===== src/rtl/fix_pkg.sv =====
// Shared types and helpers for the fix_mult arbiter slice.
// Width and latency helpers plus the arbiter state encoding.
package fix_pkg;

    typedef enum logic {
        IDLE = 1'b0,
        OWN  = 1'b1
    } fix_arb_state_e;

    function automatic int sw_width(input int in_w);
        return $clog2(2 * in_w);
    endfunction

    function automatic int lat_calc(input int mp, input int sp, input int tp);
        return mp + sp + tp;
    endfunction

endpackage


===== src/rtl/fix_mult_arb_if.sv =====
// Request/response bundle between lane controllers and the arbiter.
// master = requester side, slave = arbiter side.
interface fix_mult_arb_if import fix_pkg::*; #(
    parameter int N_REQ     = 4,
    parameter int IN_WIDTH  = 16,
    parameter int OUT_WIDTH = 16,
    parameter int SW        = sw_width(IN_WIDTH)
);
    logic [N_REQ-1:0]          req_valid;
    logic [N_REQ-1:0]          req_ready;
    logic [N_REQ*IN_WIDTH-1:0] req_opa;
    logic [N_REQ*IN_WIDTH-1:0] req_opb;
    logic [N_REQ*SW-1:0]       req_shift;
    logic [N_REQ-1:0]          rsp_valid;
    logic [OUT_WIDTH-1:0]      rsp_data;
    logic                      busy;

    modport master (
        output req_valid, req_opa, req_opb, req_shift,
        input  req_ready, rsp_valid, rsp_data, busy
    );

    modport slave (
        input  req_valid, req_opa, req_opb, req_shift,
        output req_ready, rsp_valid, rsp_data, busy
    );
endinterface


===== src/rtl/fix_mult.sv =====
// Pipelined signed multiply, arithmetic right shift, saturate.
// SHIFT_MODE=2 takes the shift per operation; else SHIFT_CONST.
module fix_mult import fix_pkg::*; #(
    parameter int IN_WIDTH    = 16,
    parameter int OUT_WIDTH   = 16,
    parameter int SHIFT_MODE  = 2,
    parameter int SHIFT_CONST = 0,
    parameter int MULT_PIPE   = 1,
    parameter int SHIFT_PIPE  = 1,
    parameter int SAT_PIPE    = 1
) (
    input  logic                          clk,
    input  logic                          rst_n,
    input  logic [IN_WIDTH-1:0]           opa,
    input  logic [IN_WIDTH-1:0]           opb,
    input  logic [sw_width(IN_WIDTH)-1:0] shift_amount,
    output logic [OUT_WIDTH-1:0]          result
);
    localparam int SW = sw_width(IN_WIDTH);
    localparam int PW = 2 * IN_WIDTH;
    localparam logic signed [PW-1:0] MAXV =
        {{(PW-OUT_WIDTH+1){1'b0}}, {(OUT_WIDTH-1){1'b1}}};
    localparam logic signed [PW-1:0] MINV = ~MAXV;

    logic signed [PW-1:0] prod, prod_p, shd, shd_p;
    logic [PW+SW-1:0]     mp_out;
    logic [SW-1:0]        sh_p, sh_use;
    logic [OUT_WIDTH-1:0] sat;

    assign prod = $signed(opa) * $signed(opb);

    pipe_reg #(.WIDTH(PW+SW), .STAGE(MULT_PIPE)) u_mp (
        .clk(clk), .rst_n(rst_n),
        .in_data({prod, shift_amount}), .out_data(mp_out)
    );

    assign prod_p = mp_out[PW+SW-1:SW];
    assign sh_p   = mp_out[SW-1:0];
    assign sh_use = (SHIFT_MODE == 2) ? sh_p : SW'(SHIFT_CONST);
    assign shd    = prod_p >>> sh_use;

    pipe_reg #(.WIDTH(PW), .STAGE(SHIFT_PIPE)) u_sp (
        .clk(clk), .rst_n(rst_n), .in_data(shd), .out_data(shd_p)
    );

    // clamp the shifted product into the signed output range
    always_comb begin
        sat = shd_p[OUT_WIDTH-1:0];
        if (shd_p > MAXV)      sat = MAXV[OUT_WIDTH-1:0];
        else if (shd_p < MINV) sat = MINV[OUT_WIDTH-1:0];
    end

    pipe_reg #(.WIDTH(OUT_WIDTH), .STAGE(SAT_PIPE)) u_tp (
        .clk(clk), .rst_n(rst_n), .in_data(sat), .out_data(result)
    );
endmodule


===== src/rtl/fix_rr_pick.sv =====
// First asserted valid bit, scanning upward from ptr with wrap.
// Purely combinational.
module fix_rr_pick #(
    parameter int N  = 4,
    parameter int IW = 2
) (
    input  logic [N-1:0]  valid,
    input  logic [IW-1:0] ptr,
    output logic          found,
    output logic [IW-1:0] idx
);
    logic [IW-1:0] cand;

    // walk backwards so the candidate closest to ptr wins
    always_comb begin
        found = 1'b0;
        idx   = '0;
        cand  = '0;
        for (int k = N - 1; k >= 0; k--) begin
            cand = IW'((int'(ptr) + k) % N);
            if (valid[cand]) begin
                found = 1'b1;
                idx   = cand;
            end
        end
    end
endmodule


===== src/rtl/pipe_reg.sv =====
// Plain delay line of STAGE registers, cleared by reset.
// STAGE=0 degenerates to a wire.
module pipe_reg #(
    parameter int WIDTH = 1,
    parameter int STAGE = 1
) (
    input  logic             clk,
    input  logic             rst_n,
    input  logic [WIDTH-1:0] in_data,
    output logic [WIDTH-1:0] out_data
);
    if (STAGE == 0) begin : g_wire
        assign out_data = in_data;
    end else begin : g_pipe
        logic [WIDTH-1:0] stg_q [STAGE];
        logic [WIDTH-1:0] stg_d [STAGE];

        // shift each stage forward by one
        always_comb begin
            stg_d[0] = in_data;
            for (int k = 1; k < STAGE; k++) stg_d[k] = stg_q[k-1];
        end

        // stage registers
        always_ff @(posedge clk) begin
            for (int k = 0; k < STAGE; k++) begin
                if (!rst_n) stg_q[k] <= '0;
                else        stg_q[k] <= stg_d[k];
            end
        end

        assign out_data = stg_q[STAGE-1];
    end
endmodule


===== src/rtl/fix_mult_arb.sv =====
// Round-robin burst arbiter sharing one fix_mult among N_REQ lanes.
// Optional FIX_MULT_ARB_STATS_EN adds per-lane accept counters.
module fix_mult_arb import fix_pkg::*; #(
    parameter int N_REQ      = 4,
    parameter int IN_WIDTH   = 16,
    parameter int OUT_WIDTH  = 16,
    parameter int MULT_PIPE  = 1,
    parameter int SHIFT_PIPE = 1,
    parameter int SAT_PIPE   = 1,
    parameter int BURST_LEN  = 4
) (
    input  logic          clk,
    input  logic          rst_n,
    fix_mult_arb_if.slave bus
`ifdef FIX_MULT_ARB_STATS_EN
    ,
    output logic [N_REQ*16-1:0] grant_cnt
`endif
);
    localparam int SW  = sw_width(IN_WIDTH);
    localparam int LAT = lat_calc(MULT_PIPE, SHIFT_PIPE, SAT_PIPE);
    localparam int IW  = $clog2(N_REQ);
    localparam int CW  = $clog2(BURST_LEN + 1);
    localparam int TW  = 1 + IW;
    localparam int FW  = $clog2(LAT + 1);

    fix_arb_state_e       state_q, state_d;
    logic [IW-1:0]        owner_q, owner_d, rr_ptr_q, rr_ptr_d;
    logic [CW-1:0]        cnt_q, cnt_d;
    logic [FW-1:0]        infl_q, infl_d;
    logic [OUT_WIDTH-1:0] hold_q, hold_d, mult_res;
    logic [IW-1:0]        pick_idx, sel;
    logic                 pick_found, own_hit, accept, rsp_fire;
    logic [IN_WIDTH-1:0]  mux_a, mux_b;
    logic [SW-1:0]        mux_sh;
    logic [TW-1:0]        tag_out;

    fix_rr_pick #(.N(N_REQ), .IW(IW)) u_pick (
        .valid(bus.req_valid), .ptr(rr_ptr_q),
        .found(pick_found), .idx(pick_idx)
    );

    assign own_hit = (state_q == OWN) && bus.req_valid[owner_q]
                     && (cnt_q < CW'(BURST_LEN));

    // choose the requester and drive its ready and operands
    always_comb begin
        sel    = own_hit ? owner_q : pick_idx;
        accept = rst_n && (own_hit || pick_found);
        bus.req_ready = '0;
        mux_a  = '0;
        mux_b  = '0;
        mux_sh = '0;
        if (accept) begin
            bus.req_ready[sel] = 1'b1;
            mux_a  = bus.req_opa[sel*IN_WIDTH +: IN_WIDTH];
            mux_b  = bus.req_opb[sel*IN_WIDTH +: IN_WIDTH];
            mux_sh = bus.req_shift[sel*SW +: SW];
        end
    end

    // burst ownership and round-robin pointer update
    always_comb begin
        state_d  = state_q;
        owner_d  = owner_q;
        cnt_d    = cnt_q;
        rr_ptr_d = rr_ptr_q;
        if (accept) begin
            if (own_hit) begin
                cnt_d = cnt_q + 1'b1;
                if (cnt_d == CW'(BURST_LEN)) state_d = IDLE;
            end else begin
                owner_d  = pick_idx;
                cnt_d    = CW'(1);
                rr_ptr_d = (pick_idx == IW'(N_REQ - 1)) ? '0
                           : pick_idx + 1'b1;
                state_d  = (BURST_LEN > 1) ? OWN : IDLE;
            end
        end
    end

    fix_mult #(
        .IN_WIDTH(IN_WIDTH), .OUT_WIDTH(OUT_WIDTH), .SHIFT_MODE(2),
        .MULT_PIPE(MULT_PIPE), .SHIFT_PIPE(SHIFT_PIPE), .SAT_PIPE(SAT_PIPE)
    ) u_mult (
        .clk(clk), .rst_n(rst_n), .opa(mux_a), .opb(mux_b),
        .shift_amount(mux_sh), .result(mult_res)
    );

    pipe_reg #(.WIDTH(TW), .STAGE(LAT)) u_tag (
        .clk(clk), .rst_n(rst_n),
        .in_data({accept, sel}), .out_data(tag_out)
    );

    assign rsp_fire = rst_n && tag_out[TW-1];

    // steer the result, hold the last one, track in-flight tags
    always_comb begin
        hold_d = rsp_fire ? mult_res : hold_q;
        infl_d = infl_q + FW'(accept) - FW'(rsp_fire);
        bus.rsp_valid = '0;
        if (rsp_fire) bus.rsp_valid[tag_out[IW-1:0]] = 1'b1;
        bus.rsp_data = hold_d;
        bus.busy     = rst_n && (infl_q != '0);
    end

    // arbiter and response state registers
    always_ff @(posedge clk) begin
        if (!rst_n) begin
            state_q  <= IDLE;
            owner_q  <= '0;
            cnt_q    <= '0;
            rr_ptr_q <= '0;
            infl_q   <= '0;
            hold_q   <= '0;
        end else begin
            state_q  <= state_d;
            owner_q  <= owner_d;
            cnt_q    <= cnt_d;
            rr_ptr_q <= rr_ptr_d;
            infl_q   <= infl_d;
            hold_q   <= hold_d;
        end
    end

`ifdef FIX_MULT_ARB_STATS_EN
    logic [15:0] gcnt_q [N_REQ];
    logic [15:0] gcnt_d [N_REQ];

    // saturating per-requester accept counters
    always_comb begin
        for (int i = 0; i < N_REQ; i++) begin
            gcnt_d[i] = gcnt_q[i];
            if (accept && sel == IW'(i) && gcnt_q[i] != 16'hFFFF)
                gcnt_d[i] = gcnt_q[i] + 16'd1;
            grant_cnt[i*16 +: 16] = gcnt_q[i];
        end
    end

    // counter registers
    always_ff @(posedge clk) begin
        for (int i = 0; i < N_REQ; i++) begin
            if (!rst_n) gcnt_q[i] <= '0;
            else        gcnt_q[i] <= gcnt_d[i];
        end
    end
`endif
endmodule


===== src/flat_wrapper.sv =====
// flat-port wrapper written by rule: the top's interface ports become plain ports
module fix_mult_arb_flat import fix_pkg::*;
#(
    parameter int N_REQ      = 4,
    parameter int IN_WIDTH   = 16,
    parameter int OUT_WIDTH  = 16,
    parameter int MULT_PIPE  = 1,
    parameter int SHIFT_PIPE = 1,
    parameter int SAT_PIPE   = 1,
    parameter int BURST_LEN  = 4
)
  (clk, rst_n, bus_req_valid, bus_req_opa, bus_req_opb, bus_req_shift, bus_req_ready, bus_rsp_valid, bus_rsp_data, bus_busy);
  fix_mult_arb_if #(.N_REQ(N_REQ), .IN_WIDTH(IN_WIDTH), .OUT_WIDTH(OUT_WIDTH)) bus_i ();
  input  logic clk;
  input  logic rst_n;
  input wire logic [$bits(bus_i.req_valid)-1:0] bus_req_valid;
  input wire logic [$bits(bus_i.req_opa)-1:0] bus_req_opa;
  input wire logic [$bits(bus_i.req_opb)-1:0] bus_req_opb;
  input wire logic [$bits(bus_i.req_shift)-1:0] bus_req_shift;
  output wire logic [$bits(bus_i.req_ready)-1:0] bus_req_ready;
  output wire logic [$bits(bus_i.rsp_valid)-1:0] bus_rsp_valid;
  output wire logic [$bits(bus_i.rsp_data)-1:0] bus_rsp_data;
  output wire logic [$bits(bus_i.busy)-1:0] bus_busy;
  assign bus_i.req_valid = bus_req_valid;
  assign bus_i.req_opa = bus_req_opa;
  assign bus_i.req_opb = bus_req_opb;
  assign bus_i.req_shift = bus_req_shift;
  assign bus_req_ready = bus_i.req_ready;
  assign bus_rsp_valid = bus_i.rsp_valid;
  assign bus_rsp_data = bus_i.rsp_data;
  assign bus_busy = bus_i.busy;
  fix_mult_arb #(.N_REQ(N_REQ), .IN_WIDTH(IN_WIDTH), .OUT_WIDTH(OUT_WIDTH), .MULT_PIPE(MULT_PIPE), .SHIFT_PIPE(SHIFT_PIPE), .SAT_PIPE(SAT_PIPE), .BURST_LEN(BURST_LEN)) u_core (.clk(clk), .rst_n(rst_n), .bus(bus_i));
endmodule

===== config.mk =====
export PLATFORM = sky130hd
export DESIGN_NAME = fix_mult_arb_flat
export DESIGN_NICKNAME = d
export VERILOG_FILES = /design/src/rtl/fix_pkg.sv /design/src/rtl/fix_mult_arb_if.sv /design/src/rtl/fix_mult.sv /design/src/rtl/fix_rr_pick.sv /design/src/rtl/pipe_reg.sv /design/src/rtl/fix_mult_arb.sv /design/src/flat_wrapper.sv
export SDC_FILE = /design/constraint.sdc
export NUM_CORES = 1
export LEC_CHECK = 0
export CORE_ASPECT_RATIO = 1.2
export CORE_UTILIZATION = 53
export DETAILED_ROUTE_END_ITERATION = 12
export PLACE_DENSITY = 0.75
export SETUP_SLACK_MARGIN = 0.02
export SLEW_MARGIN = 20
export SYNTH_ARGS = -nofsm -noshare
export SYNTH_HDL_FRONTEND = slang
export SYNTH_SLANG_ARGS = --single-unit

===== constraint.sdc =====
create_clock -name clk -period 11.4 [get_ports clk]
set_clock_uncertainty 0.15 [all_clocks]
set_input_delay 2.85 -clock clk [delete_from_list [all_inputs] [get_ports clk]]
set_output_delay 2.85 -clock clk [all_outputs]
set_load 0.005 [all_outputs]

After elaboration in Yosys (flattened, before gate mapping) --
Memory sizes are Yosys's and may differ from the RTL's. Cells that the tools add are included.
Word-level totals: flip-flop bits (word level) 26, memory bits (writable) 94, bits of input ports 154, output and inout bits 25, logic and storage cells 102, memories 4
Memories:
- u_core.u_mult.u_mp.g_pipe.stg_q | words 1, width 37, rd ports 1, clocked after memory_dff 0, write ports 1, RTL line pipe_reg.sv:15 | logic [WIDTH-1:0] stg_q [STAGE];
- u_core.u_mult.u_sp.g_pipe.stg_q | words 1, width 32, rd ports 1, clocked after memory_dff 0, write ports 1, RTL line pipe_reg.sv:15
- u_core.u_mult.u_tp.g_pipe.stg_q | words 1, width 16, rd ports 1, clocked after memory_dff 0, write ports 1, RTL line pipe_reg.sv:15
- u_core.u_tag.g_pipe.stg_q | words 3, width 3, rd ports 3, clocked after memory_dff 0, write ports 3, RTL line pipe_reg.sv:15
Operators by class: add/subtract/negate cells 7, $mul 2, order comparisons 12, equal/unequal tests 3, shift operators 4, multiplexer cells 46, bitwise logic cells 4, reductions and logical operators 14
Operators by type and width (number):
- 64-bit by 7-bit variable part select with 16-bit output | 2
- 16-bit 2-to-1 mux | 6
- 37-bit 2-to-1 mux | 1
- 37-bit OR reduction | 1
- 32-bit by 16-bit greater-than comparator with 1-bit output, second input constant | 1
- 32-bit by 16-bit < comparator with 1-bit output, second input constant | 1
- 16-bit by 16-bit multiplier with 32-bit output | 1
- 32-bit 2-to-1 mux | 1
- 32-bit OR reduction | 1
- 32-bit by 5-bit >>> shifter with 32-bit output | 1
- 2-bit by 3-bit < comparator with 1-bit output, second input constant | 7
- 20-bit by 6-bit variable part select with 5-bit output | 1
- 1-bit 2-to-1 mux | 18
- 16-bit OR reduction | 1
- 2-bit 2-to-1 mux | 6
- 3-bit 2-to-1 mux | 4
- 1-bit binary-select mux with 2-bit select | 5
- 4-bit 2-to-1 mux | 2
- 1-bit logical AND | 7
- 2-bit by 3-bit multiplier with 5-bit output, second input constant | 1
- 5-bit 2-to-1 mux | 1
- 2-bit by 1-bit adder with 2-bit output, second input constant | 2
- 2-bit adder, second input constant | 2
- 1-bit demux with 2-bit select | 2
- other kinds (13) | 17

Depth between registers and ports, before layout --
Gate-level depths: netlist of the first run.
word-level depth 13, gate-level depth with buffers 31

Hierarchy --
A second synthesis of the first run with hierarchy kept.
Unflattened totals: cells, all modules 2136, area, all modules 18247.5 um^2
Modules (own cells, without submodules):
- fix_mult | times used 1, cells an instance 1394, area each 11782.6 um^2
- fix_mult_arb | times used 1, cells an instance 534, area each 3774.9 um^2
- pipe_reg (u_core.u_mult.u_mp) | times used 1, cells an instance 77, area each 1033.5 um^2
- pipe_reg (u_core.u_mult.u_sp) | times used 1, cells an instance 67, area each 895.9 um^2
- pipe_reg (u_core.u_mult.u_tp) | times used 1, cells an instance 33, area each 446.7 um^2
- pipe_reg (u_core.u_tag) | times used 1, cells an instance 18, area each 236.5 um^2
- fix_rr_pick | times used 1, cells an instance 13, area each 77.6 um^2

Least setup slack after synthesis of the first run --
OpenSTA, ideal clock, no wires.
path type in2reg, from input port bus_req_valid[1], to memory u_core.u_mult.u_mp.g_pipe.stg_q[0][36] (netlist bit), arrival time 9.805 ns, required time 11.135 ns, slack 1.330 ns, cell stages on the path 27, path buffers 3, cells stage by stage nor2b_1 > nor3_1 > a31oi_4 > buf_6 > buf_8 > mux2_2 > o21ai_1 > buf_2 > nor2_1 > fa_1 > inv_1 > fa_1 > fa_1 > fa_1 > inv_1 > fa_1 > inv_1 > fa_1 > inv_1 > ha_1 > nand3_1 > a211oi_1 > a21boi_0 > o21ai_1 > or4_1 > and4_1 > o21a_1
On the way: cells in the longest elaborated chain, start to end 11
Ends and longest elaborated chain:
- start, declared | RTL line flat_wrapper.sv:16 | input wire logic [$bits(bus_i.req_valid)-1:0] bus_req_valid;
- 1-bit binary-select mux with 2-bit select | RTL line fix_rr_pick.sv:21 | if (valid[cand]) begin
- 1-bit 2-to-1 mux (not written as such) | RTL line fix_rr_pick.sv:21
- 2-bit 2-to-1 mux or 1-bit 2-to-1 mux (tied branches) (4 in series) | RTL line fix_rr_pick.sv:21
- 2-bit 2-to-1 mux or 1-bit logical OR (tied branches)
- 64-bit by 7-bit variable part select with 16-bit output (tied with other cells) | RTL line fix_mult_arb.sv:56 | mux_a = bus.req_opa[sel*IN_WIDTH +: IN_WIDTH];
- 16-bit 2-to-1 mux | RTL line fix_mult_arb.sv:54 | if (accept) begin
- 16-bit by 16-bit multiplier with 32-bit output (*) | RTL line fix_mult.sv:30 | assign prod = $signed(opa) * $signed(opb);
- 37-bit 2-to-1 mux (no line) (*)
- end, declared | RTL line pipe_reg.sv:15
Every way passes the cells marked *; elsewhere a longest branch is shown, timed or not. The select of a mux whose other input is x is not followed.

Worst setup path in the final report of the first run --
from input port bus_req_valid[3], to memory u_core.u_mult.u_mp.g_pipe.stg_q[0][35] (netlist bit)
The elaborated chain is that of the path after synthesis.

==> run_results.csv, run 1 <==
group,metric,value,unit
run_status,status,"complete, no violations",
setup_path,worstPathRequired,11.59,ns
sta,fmax,91.2,MHz
die,start_util,0.537,
die,top_level_ports,179,
logic_synthesis,synth-main-ff-cell,"dfxtp_1",
sta,rsz0062_at_grt,"false",
logic_synthesis,yosys.area.top_type,"fa_1",
cells_and_area,layout-drive-gt1-share,0.107,
logic_synthesis,synth_edf_count,0,
logic_synthesis,synth_simple_gate_area_frac,0.173,
logic_synthesis,synth_top_family_by_area,"adder cells",
clock_tree,postCtsSetupRepairBufs,0,
drt,dr_wl_met3,2.52,mm
sta,finalWorstPathRequiredPeriod,10.97,ns
logic_synthesis,synth_top_cell_area_share,0.312,
placement,routabilityCongestion,0.980,
cells_and_area,stdcell_count,2397,
clock_tree,cts_tree,"yes",
clock_tree,root_buffer,"clkbuf_16",
drt,drt_iter0_drc,769,
drt,via_per_inst,5.59,
die,rows,71,
sta,post-route-period-util,0.962,
grt,grt_start_max_net_pins,101,
placement,pre_cts_ws,-0.0758,ns
clock_tree,cts_buffer_depth,2,
logic_synthesis,syn_avg_cell_area,9.20,um^2
sta,max-slew-margin-rel,0.320,
sta,setup_viol,0,
worst_hold_path,hold_start,"u_core.u_tag.g_pipe.stg_q[1][0]$_SDFF_PN0_",
drt,wl_per_cell,18.8,um
setup_path,r2r-start,"u_core.owner_q[0]$_SDFFE_PN0P_",
worst_hold_path,hold_path.class,"reg -> reg",
grt,grt_pass1_vias,14371,
logic_synthesis,synth_fa_ha_area_frac,0.376,
drt,routed_wl,45.1,mm
drt,drt-met1-wl,16.9,mm
clock_tree,cts_buffers,17,
cells_and_area,fin_area,19600,um^2
logic_synthesis,async_reset_ff_frac,0,
sta,max_slew.worst_pin.slew,1.02,ns
logic_synthesis,synthCells,1827,
clock_tree,cts.sinks,120,
logic_synthesis,synth_fp_nets,2329,
logic_synthesis,synth_compound_area_frac,0.0713,
setup_path,startpoint_type,"input pin",
placement,placedCellCount,2365,
setup_path,critical_path.startpoint,"bus_req_valid[3]",
sta,totalNegativeSetupSlack,0,ns
clock_tree,cts_max_level,4,
cells_and_area,diodes,0,
grt,track_usage,0.293,
drt,wl_met2,23.0,mm
grt,antenna_found_initial,0,
logic_synthesis,synthMuxAreaShare,0.125,
logic_synthesis,synth_xor_area_frac,0.0167,
drt,vias,13392,
placement,io_buffers,178,
die,core,31300,um^2
sta,finalMaxSlewViolations,0,
die,dieArea,32400,um^2
logic_synthesis,ys_types,77,
logic_synthesis,netlist_top_cells_area,"fa_1 31%, dfxtp_1 14%, inv_1 6.7%, ha_1 6.4%, mux4_2 5.0%",
drt,top_layer,"met4",
setup_path,worstPathArrival,11.16,ns
cells_and_area,area_growth,16.9,%
cells_and_area,final_nets,2485,
logic_synthesis,synth_area,16800,um^2
logic_synthesis,ys_seq_elements,120,
setup_path,critPathMaxFanout,20,
drt,route.detailed.drc,0,
grt,grt-ovfl-total,0,
logic_synthesis,yosys_warnings,0,
setup_path,path_class,"in -> reg",
clock_tree,clock_latency,0.41,ns
setup_path,end_kind,"flop",
flow_run,maxCapViolCount,0,
drt,ant_nets,0,
die,dieWidth,165,um
placement,place_area,19000,um^2
placement,hpwl,37.5,mm
clock_tree,path_clk_slew,0.06,ns
drt,firstDrtPassIters,5,
grt,grt_pass1_wl,72.7,mm
sta,hold_viol,0,
sta,finalWorstSetupSlack,0.435,ns
die,die_y,197,um
logic_synthesis,ys_seq_area_frac,0.143,
==> what timing repair did <==
action                                  in CTS  in global routing
endpoints found under the setup margin       0                  3
resized for setup                            0                  3
hold buffers                                 0                  0
==> Yosys cell counts (6+ instances only) <==
| cell | n |
|---|---|
| a31oi_1 | 7 |
| nand2b_1 | 11 |
| buf_6 | 10 |
| or3_1 | 6 |
| clkbuf_1 | 51 |
| mux2i_1 | 65 |
| nor3b_1 | 6 |
| xor2_1 | 8 |
| buf_2 | 15 |
| xnor2_1 | 24 |
| nand2_2 | 19 |
| nor2_1 | 169 |
| nor2b_1 | 14 |
| and3_1 | 26 |
| a211oi_1 | 14 |
| mux4_2 | 37 |
| mux2_2 | 33 |
| inv_1 | 299 |
| a21oi_1 | 42 |
| a21boi_0 | 7 |
| dfxtp_1 | 120 |
| nand2_1 | 183 |
| o21ai_0 | 43 |
| and2_1 | 79 |
| a21o_1 | 10 |
| nand4_1 | 7 |
| o21a_1 | 13 |
| nand3_1 | 18 |
| or2_2 | 7 |
| nor3_1 | 34 |
| fa_1 | 262 |
| ha_1 | 86 |
==> worst max-delay path, cell delays in order <==
cell and delay [ns]:
clkdlybuf4s50_1 0.63, mux2i_4 0.13, o22ai_4 0.33, nor4_4 0.12
a21oi_4 0.17, buf_12 0.21, mux4_2 0.59, nand2_1 0.31
nor2_1 0.12, fa_1 0.54, inv_1 0.05, fa_1 0.48
fa_1 0.57, inv_1 0.08, fa_1 0.50, fa_1 0.55
inv_1 0.05, fa_1 0.53, inv_1 0.05, ha_1 0.39
nand3_1 0.10, nor2_1 0.26, nand4_1 0.26, a2111oi_1 0.49
buf_4 0.20, o31ai_1 0.10, o21ai_0 0.24, mux2i_1 0.21
==> state kept, by name, indices dropped and copies added (netlist names) <==
register / cells
u_core.cnt_q: 3
u_core.hold_q: 16
u_core.infl_q: 2
u_core.owner_q: 2
u_core.rr_ptr_q: 2
u_core.state_q: 1
u_core.u_mult.u_mp.g_pipe.stg_q: 37
u_core.u_mult.u_sp.g_pipe.stg_q: 32
u_core.u_mult.u_tp.g_pipe.stg_q: 16
u_core.u_tag.g_pipe.stg_q: 9
==> per-stage QoR <==
step	hold WS, ns	util
after floorplan	0.262	-
after global placement	0.267	0.608
after detailed placement	0.272	0.609
after CTS	0.287	0.628
after global routing	0.309	0.628
final	0.284	0.628
==> cell families (layout without fill, tap and decap cells) <==
kind of cell,after synthesis,after routing
muxes,150,150
adders and majority gates,348,348
DFF,120,120
xor gates and xnor gates,32,32
AOI/OAI and AO/OA,181,181
buffers and inverters,390,559
and+or+nand+nor,606,606
==> placed cells by master (no fill, tap or decap), drive strengths merged, types with 6 or more instances in the layout <==
cell type	n
inv	313
fa	262
nand2	202
clkdlybuf4s50	177
nor2	173
dfxtp	120
ha	86
and2	81
mux2i	75
o21ai	48
a21oi	46
buf	46
nor3	38
mux2	38
mux4	37
and3	26
xnor2	24
nand3	18
clkbuf	17
nor2b	14
a211oi	14
o21a	13
nand2b	11
or2	11
a21o	10
xor2	8
a31oi	8
nand4	7
a21boi	7
nor3b	6
or3	6
nor4	6
==> worst paths after layout <==
kind / endpoint / slack, ns / depth (start not counted)
worst min-delay path: u_core.u_tag.g_pipe.stg_q[2][0]$_SDFF_PN0_ / 0.28 / 1
worst max-delay path: u_core.u_mult.u_mp.g_pipe.stg_q[0][35]$_SDFF_PN0_ / 0.43 / 28
worst min register to register: u_core.u_tag.g_pipe.stg_q[2][0]$_SDFF_PN0_ / 0.28 / 1
worst max register to register: u_core.u_mult.u_mp.g_pipe.stg_q[0][35]$_SDFF_PN0_ / 2.78 / 27
==> metal layers <==
metal	up-vias	global-route usage
met2	489	0.535
li1	6148	-
met5	-	0
met3	150	0.0433
met4	0	0.163
met1	6605	0.322
==> final cells by class <==
cell class,instances,area (um^2)
clock buffers,17,425
clock inverters,15,175
flip-flops and latches,120,2400
well taps,401,502
inverters,304,1140
repair buffers,223,2160
multi-input cells,1317,12800
fillers,2689,11600
Power of run 1 is left out: the tool's default activity adds up to more than one toggle a clock period on the data nets, which glitch-free logic cannot reach.
==> run 2, diff against run 1 <==
--- a/config.mk
+++ b/config.mk
@@ -7,6 +7,7 @@
 export LEC_CHECK = 0
 export CORE_ASPECT_RATIO = 1.2
 export CORE_UTILIZATION = 53
+export CTS_BUF_LIST = sky130_fd_sc_hd__clkbuf_4
 export DETAILED_ROUTE_END_ITERATION = 12
 export PLACE_DENSITY = 0.75
 export SETUP_SLACK_MARGIN = 0.02
==> run 2 against run 1 <==
Final cell count barely moved. Die area unchanged. Highest routed layer unchanged. Critical path depth decreased by 1. Via count decreased by 0.38%. Cell area shrank 1.5%. Routed wire length shrank 0.77%. Global-route usage is 0.17 points lower.
==> run_results.csv, run 2 (same netlist as run 1, synthesis figures left out) <==
group,metric,value,unit
run_status,status,"complete, no violations",
clock_tree,clock_latency,0.53,ns
placement,io_buffers,178,
grt,track_usage,0.292,
sta,max_slew.worst_pin.slew,1.03,ns
cells_and_area,final_cell_mix,"299 x inv_1, 262 x fa_1, 182 x nand2_1, 177 x clkdlybuf4s50_1, 169 x nor2_1",
drt,ant_nets,0,
cells_and_area,largest_reg_flops,37,
sta,hold_viol,0,
sta,finalMaxSlewViolations,0,
cells_and_area,largest-register,"u_core.u_mult.u_mp.g_pipe.stg_q",
placement,routabilityCongestion,0.980,
cells_and_area,final_nets,2485,
clock_tree,root_buffer,"clkbuf_4",
clock_tree,cts_tree,"yes",
cells_and_area,area_growth,15.1,%
cells_and_area,layout-drive-gt1-share,0.107,
die,top_level_ports,179,
clock_tree,cts_buffers,17,
sta,finalWorstSetupSlack,0.475,ns
sta,max-slew-margin-rel,0.312,
sta,totalNegativeSetupSlack,0,ns
drt,via_per_inst,5.56,
cells_and_area,mostFrequentLayoutCell,"inv_1",
worst_hold_path,hold_path.class,"reg -> reg",
drt,drt_iter0_drc,854,
clock_tree,cts_max_level,4,
sta,post-route-period-util,0.958,
grt,grt-ovfl-total,0,
die,dieWidth,165,um
setup_path,worstPathArrival,11.21,ns
die,rows,71,
grt,grt_pass1_wl,72.3,mm
setup_path,worstPathRequired,11.68,ns
clock_tree,hold_buffers,0,
drt,routed_wl,44.7,mm
clock_tree,cts_buffer_depth,2,
setup_path,critPathMaxFanout,9,
cells_and_area,fin_util,0.619,
flow_run,maxCapViolCount,0,
grt,antenna_found_initial,1,
die,die_y,197,um
sta,rsz0062_at_grt,"false",
die,start_util,0.537,
grt,grt_pass1_vias,14344,
sta,setup_viol,0,
clock_tree,path_clk_slew,0.13,ns
setup_path,end_kind,"flop",
sta,finalWorstPathRequiredPeriod,10.92,ns
placement,placedCellCount,2365,
placement,pre_cts_ws,-0.0758,ns
drt,vias,13341,
drt,firstDrtPassIters,7,
cells_and_area,stdcell_count,2398,
cells_and_area,top_regs,"u_core.u_mult.u_mp.g_pipe.stg_q x37, u_core.u_mult.u_sp.g_pipe.stg_q x32",
setup_path,startpoint_type,"input pin",
placement,hpwl,37.5,mm
sta,fmax,91.5,MHz
clock_tree,cts.sinks,120,
drt,route.detailed.drc,0,
grt,grt_start_max_net_pins,101,
setup_path,path_class,"in -> reg",
die,core,31300,um^2
drt,wl_per_cell,18.7,um
die,dieArea,32400,um^2
-- run 2: changes by cell type in the layout (fill, tap and decap cells not counted), sizes merged --
cell | before | now
diode | 0 | 1
-- run 2: final timing paths --
| path | cells after the start | startpoint | endpoint | slack [ns] |
|---|---|---|---|---|
| hold reg to reg | 1 | u_core.u_tag.g_pipe.stg_q[0][2]$_SDFF_PN0_ | u_core.u_tag.g_pipe.stg_q[1][2]$_SDFF_PN0_ | 0.29 |
| setup reg to reg | 26 | u_core.owner_q[0]$_SDFFE_PN0P_ | u_core.u_mult.u_mp.g_pipe.stg_q[0][36]$_SDFF_PN0_ | 2.66 |
| setup / recovery | 27 | bus_req_valid[3] | u_core.u_mult.u_mp.g_pipe.stg_q[0][36]$_SDFF_PN0_ | 0.48 |
| hold / removal | 1 | u_core.u_tag.g_pipe.stg_q[0][2]$_SDFF_PN0_ | u_core.u_tag.g_pipe.stg_q[1][2]$_SDFF_PN0_ | 0.29 |
-- run 2: area by class of cell --
class | instances | area (um^2)
Timing Repair Buffer | 223 | 2160
Tap cell | 401 | 502
Clock inverter | 15 | 175
Multi-Input combinational cell | 1317 | 12800
Clock buffer | 17 | 128
Sequential cell | 120 | 2400
Fill cell | 2742 | 11900
Antenna cell | 1 | 2.50
Inverter | 304 | 1140
-- run 2: timing repair --
action | CTS | global route
buffers inserted | 0 | 0
gates resized for setup | 0 | 1
endpoints found under the setup margin | 0 | 1
-- run 2: stage by stage --
step / area (um^2) / hold WS, ns
detailed placement: 19000 / 0.272
global placement: 19000 / 0.267
finish: 19300 / 0.292
global route: 19300 / 0.313
floorplan: 16800 / 0.262
CTS: 19300 / 0.292
-- run 2: worst max-delay path, stage by stage --
cell	delay [ns]
clkdlybuf4s50_1	0.55
mux2i_4	0.24
o22ai_4	0.15
nor4_4	0.43
a21o_1	0.35
buf_4	0.24
a211oi_1	0.07
a21oi_2	0.45
buf_4	0.28
nand2_1	0.09
fa_1	0.49
fa_1	0.41
fa_1	0.40
fa_1	0.55
inv_1	0.05
fa_1	0.47
inv_1	0.05
fa_1	0.53
inv_1	0.04
ha_1	0.38
nand3_1	0.10
a211oi_1	0.16
a21boi_0	0.66
o21ai_1	0.30
or4_1	0.54
and4_1	0.22
o21a_1	0.16
-- run 2: metal layers --
metal / global-route usage / vias up / part of all wire
met2: 0.533 / 507 / 0.51
met1: 0.323 / 6544 / 0.37
met5: 0 / - / 0
li1: - / 6156 / -
met4: 0.156 / 0 / 0.057
met3: 0.0418 / 134 / 0.057
Power of run 2 is left out for the same reason.
==> run 3, diff against run 2 <==
--- a/config.mk
+++ b/config.mk
@@ -11,6 +11,7 @@
 export DETAILED_ROUTE_END_ITERATION = 12
 export PLACE_DENSITY = 0.75
 export SETUP_SLACK_MARGIN = 0.02
+export SKIP_CTS_REPAIR_TIMING = 1
 export SLEW_MARGIN = 20
 export SYNTH_ARGS = -nofsm -noshare
 export SYNTH_HDL_FRONTEND = slang
==> results of run 3 <==
No change in the layout: final DEF, timing and power equal those of run 2.
Power of run 3 is left out for the same reason.
